[config.mk]
export PLATFORM = sky130hd
export DESIGN_NAME = forward_ctrl
export DESIGN_NICKNAME = d
export VERILOG_FILES = /design/src/rtl/forward_ctrl.sv
export SDC_FILE = /design/constraint.sdc
export NUM_CORES = 1
export LEC_CHECK = 0
export CAP_MARGIN = 30
export CELL_PAD_IN_SITES_DETAIL_PLACEMENT = 0
export CELL_PAD_IN_SITES_GLOBAL_PLACEMENT = 1
export CORE_AREA = 2 2 67 69
export CTS_BUF_LIST = sky130_fd_sc_hd__clkbuf_16
export CTS_CLUSTER_SIZE = 10
export DETAILED_ROUTE_END_ITERATION = 6
export DIE_AREA = 0 0 69 71
export DONT_BUFFER_PORTS = 1
export PLACE_DENSITY_LB_ADDON = 0.1
export SETUP_SLACK_MARGIN = 0.3
export SYNTH_ARGS = -nofsm -noshare
export SYNTH_HDL_FRONTEND = slang
export SYNTH_SLANG_ARGS = --single-unit
[constraint.sdc]
create_clock -name clk -period 2.05 [get_ports clk]
set_input_delay 0.3075 -clock clk [delete_from_list [all_inputs] [get_ports clk]]
set_output_delay 0.3075 -clock clk [all_outputs]
set_load 0.005 [all_outputs]
[src/rtl/forward_ctrl.sv]
// Operand-forwarding select and load-use stall control for a 5-stage pipeline.
// Tracks producers in EX and MEM and registers per-operand mux selects for the EX stage.
module forward_ctrl #(
  parameter int REG_W = 5,
  parameter int CNT_W = 16
) (
  input  logic             clk,
  input  logic             resetn,
  input  logic             freeze,
  input  logic             flush,
  input  logic             id_valid,
  input  logic [REG_W-1:0] id_rs,
  input  logic [REG_W-1:0] id_rt,
  input  logic             id_use_rs,
  input  logic             id_use_rt,
  input  logic             id_wr_en,
  input  logic [REG_W-1:0] id_wd,
  input  logic             id_is_load,
  output logic [1:0]       fwd_a_sel,
  output logic [1:0]       fwd_b_sel,
  output logic             stall,
  output logic [CNT_W-1:0] stall_cnt
);

  logic             ex_valid_reg;
  logic             ex_wr_reg;
  logic [REG_W-1:0] ex_wd_reg;
  logic             ex_load_reg;
  logic             mem_valid_reg;
  logic             mem_wr_reg;
  logic [REG_W-1:0] mem_wd_reg;
  logic [1:0][1:0]  sel_reg;
  logic [CNT_W-1:0] stall_cnt_reg;

  logic [1:0][REG_W-1:0] src;
  logic [1:0]            use_src;
  logic [1:0]            hit_ex;
  logic [1:0]            hit_mem;
  logic [1:0][1:0]       sel_next;
  logic                  ex_fwd_ok;
  logic                  mem_fwd_ok;
  logic                  bubble;

  assign src     = {id_rt, id_rs};
  assign use_src = {id_use_rt, id_use_rs};

  // Register 0 is hard-wired zero, so a producer writing it can never be a source.
  assign ex_fwd_ok  = ex_valid_reg & ex_wr_reg & (ex_wd_reg != '0);
  assign mem_fwd_ok = mem_valid_reg & mem_wr_reg & (mem_wd_reg != '0);

  genvar gi;
  generate
    for (gi = 0; gi < 2; gi++) begin : g_operand
      assign hit_ex[gi]  = use_src[gi] & ex_fwd_ok & (ex_wd_reg == src[gi]);
      assign hit_mem[gi] = use_src[gi] & mem_fwd_ok & (mem_wd_reg == src[gi]);
      // A load in EX has no result yet; that case is covered by the stall.
      assign sel_next[gi] = bubble                       ? 2'b00 :
                            (hit_ex[gi] & ~ex_load_reg)  ? 2'b01 :
                            hit_mem[gi]                  ? 2'b10 : 2'b00;
    end
  endgenerate

  assign stall  = ~flush & id_valid & ex_load_reg & (|hit_ex);
  assign bubble = stall | flush | ~id_valid;

  always_ff @(posedge clk) begin
    if (!resetn) begin
      ex_valid_reg  <= 1'b0;
      ex_wr_reg     <= 1'b0;
      ex_wd_reg     <= '0;
      ex_load_reg   <= 1'b0;
      mem_valid_reg <= 1'b0;
      mem_wr_reg    <= 1'b0;
      mem_wd_reg    <= '0;
      sel_reg       <= '0;
      stall_cnt_reg <= '0;
    end else if (!freeze) begin
      mem_valid_reg <= ex_valid_reg;
      mem_wr_reg    <= ex_wr_reg;
      mem_wd_reg    <= ex_wd_reg;
      ex_valid_reg  <= ~bubble;
      ex_wr_reg     <= ~bubble & id_wr_en;
      ex_wd_reg     <= bubble ? '0 : id_wd;
      ex_load_reg   <= ~bubble & id_is_load;
      sel_reg       <= sel_next;
      if (stall && (stall_cnt_reg != '1)) begin
        stall_cnt_reg <= stall_cnt_reg + 1'b1;
      end
    end
  end

  assign fwd_a_sel = sel_reg[0];
  assign fwd_b_sel = sel_reg[1];
  assign stall_cnt = stall_cnt_reg;

endmodule

==> flow_metrics.tcl, run 1 <==
set metrics [dict create \
    holdPathStages 1 \
    clk_path_buf_depth 2 \
    synth_top_area_share 0.378 \
    htree_levels 2 \
    ios 45 \
    outcome "finished, final reports clean" \
    cts.sinks 35 \
    max_slew_margin 0.710 \
    worst_pin_slew_ns 0.435 \
    route.detailed.drc 0 \
    antennaDiodeCount 0 \
    cp_slowest_cell "or4_4" \
    vias_per_cell 6.37 \
    cts_tree "done" \
    ys_warn_count 0 \
    hpwl_um 3310 \
    cts_hold_buffers 0 \
    slowest_delay_ns 0.54 \
    worstPathCellList "or4_4 -> o211ai_1 -> nor3_2 -> buf_4" \
    cp.arrival_ns 1.68 \
    postLayoutCoreUtil 0.579 \
    critPathCaptureType "output pin" \
    track_usage 0.218 \
    reg2reg_to "stall_cnt[7]$_SDFFE_PN0P_" \
    place_congestion 0.881 \
    rr_worst_depth 7 \
    setup_tns_ns 0 \
    first_global_vias 1653 \
    ir_drop_mv 0.448 \
    syn_nets 228 \
    ys.flop_type "dfxtp_1" \
    finalNonFillerCells 275 \
    rrSetupSlack_ns 0.17 \
    period_needed_ns 1.99 \
    rows 24 \
    die_y_um 71 \
    drt_pass1_iterations 4 \
    fmax_mhz 502 \
    cts.reportedPaths.clkPinSlew_ns 0.06 \
    synth_edf_count 0 \
    synth_common_cells "dfxtp_1, nand2_1, o31ai_1" \
    hold_end "ex_load_reg$_SDFFE_PN0N_" \
    syn_inst 203 \
    ys_seq_area_frac 0.378 \
    slew_viol_final 0 \
    die_area_mm2 0.00490 \
    avgSynthCellArea_um2 9.12 \
    fin_hold_ws_ns 0.147 \
    wire_per_inst_um 20.0 \
    grt_first_pass_wirelength_um 8450 \
    wl_um 5490 \
    r2r_start "ex_wd_reg[2]$_SDFFE_PN0N_" \
    finClkSkew_ns 0.00684 \
    grt_start_max_net_pins 21 \
    yosysUniqueCellTypes 40 \
    hold_violations 0 \
    drv_cap 0 \
    largest_register_ffs 16 \
    power.total_w 0.00166 \
    worstPathRequired_ns 1.74 \
    finalCritPeriodShare 0.971 \
    overflow 0 \
    hp-class "in2reg" \
    dp_cells 250 \
    power.density_mw_per_mm2 682 \
    synthesis.area_mm2 0.00185 \
    io_buffers 0 \
    synth_area_leaders "dfxtp_1, o31ai_1, xnor2_1" \
    antenna_found_initial 0 \
    nets 247 \
    hold_start "id_is_load" \
    initial_utilization 0.440 \
    drive_gt1_frac 0.300 \
    drt_iter0_drc 109 \
    crit_type "reg2out" \
    ant_nets 0 \
    leakage_nw 0.825 \
    setup_violations 0 \
    crit_fanout 5 \
    fp.dieW_um 69 \
    yosysMostFrequentCell "dfxtp_1" \
    cts_root_buf "clkbuf_16" \
    async_flop_share 0 \
    synth-seq-cells 35 \
    design.core.area_mm2 0.00420 \
    cts_buffers 5 \
    insertion_delay_ns 0.28 \
    vias 1752 \
    rsz0062_at_grt "true" \
    worstSetupStartpointType "flip-flop" \
    syn_to_final_growth_pct 31.5 \
    synth_largest_area_cell "dfxtp_1" \
]
==> what timing repair did <==
item,CTS,global route
setup endpoints to repair,26,27
gates resized for setup,25,22
setup buffers,8,3
pin swaps,37,12
cloned,5,1
==> through the flow <==
step           cell area [um^2]  setup slack (ns)
2_1_floorplan              1870             0.312
3_3_place_gp               1900             0.111
3_5_place_dp               1900            0.0490
4_1_cts                    2310             0.106
5_1_grt                    2430           0.00184
6_report                   2430            0.0588
==> how the worst max path moves through the flow <==
stage,startpoint,endpoint,slack [ns]
after global placement,ex_wd_reg[4]$_SDFFE_PN0N_,stall_cnt[11]$_SDFFE_PN0P_,0.11
after detailed placement,ex_wd_reg[4]$_SDFFE_PN0N_,stall_cnt[4]$_SDFFE_PN0P_,0.05
after CTS,ex_wd_reg[2]$_SDFFE_PN0N_,stall,0.11
final,ex_wd_reg[2]$_SDFFE_PN0N_,stall,0.06
after global routing,ex_wd_reg[2]$_SDFFE_PN0N_,stall,0.002
after floorplan,ex_wd_reg[4]$_SDFFE_PN0N_,stall_cnt[12]$_SDFFE_PN0P_,0.31
==> routing by layer <==
layer	track usage	vias to the layer above	routed length [um]
met5	0	-	0
met4	0.0675	0	49
met3	0.0627	5	388
met2	0.391	61	2860
met1	0.253	860	2200
li1	-	826	-
==> logic make-up after synthesis <==
| group | count (synthesis) | synth area share |
|---|---|---|
| buffers and inverters | 13 | 0.0439 |
| AOI/OAI and AO/OA | 50 | 0.197 |
| DFF | 35 | 0.378 |
| adders and majority gates | 1 | 0.00676 |
| xor gates and xnor gates | 20 | 0.0987 |
| muxes | 8 | 0.0432 |
| and+or+nand+nor | 76 | 0.232 |
==> power by group <==
part	leakage (nW)	internal (W)	switching [W]
clock	0.0818	0.000574	0.000299
combinational	0.454	0.0000508	0.0000461
sequential	0.289	0.000680	0.0000103
==> cell usage in the layout (no fill, tap or decap), drive strengths merged <==
master  instances
and3            3
o41ai           1
nor3            3
clkinv          1
o22a            3
nor2           12
inv             4
buf            17
bufinv          1
o21ai           6
nor4            2
nand3           8
or4b            1
o211a           1
o22ai           1
nand2b          2
o211ai          2
or2             3
clkbuf          5
dfxtp          35
nand4          10
o311ai          1
a21o            1
ha              1
xnor2          12
xor2            8
mux2i           8
nand2          15
a22o            7
o31ai          15
and4            1
a21oi          13
a31oi           1
or3             4
and2            1
nand3b          1
or4            13
==> area by class of cell <==
type / count / area (um^2)
clock buffer: 5 / 125
clock inverter: 3 / 42.5
fill: 375 / 1770
inverter: 3 / 11.3
multi-input combinational: 160 / 1290
sequential: 35 / 728
tap: 52 / 65.1
timing repair buffer: 17 / 168
==> critical path, delay by kind of cell, from the launching register on <==
| kind | cells | cell delay (ns) |
|---|---|---|
| buffers and inverters | 1 | 0.15 |
| and+or+nand+nor | 2 | 0.62 |
| AOI/OAI and AO/OA | 1 | 0.27 |
| DFF | 1 | 0.37 |
Note: power is estimated with default switching activity, not from simulation.
==> run 2: changes to the inputs <==
- GPL_TIMING_DRIVEN: not set -> 1
==> results of run 2 <==
No change in the layout: final DEF, timing and power equal those of run 1.
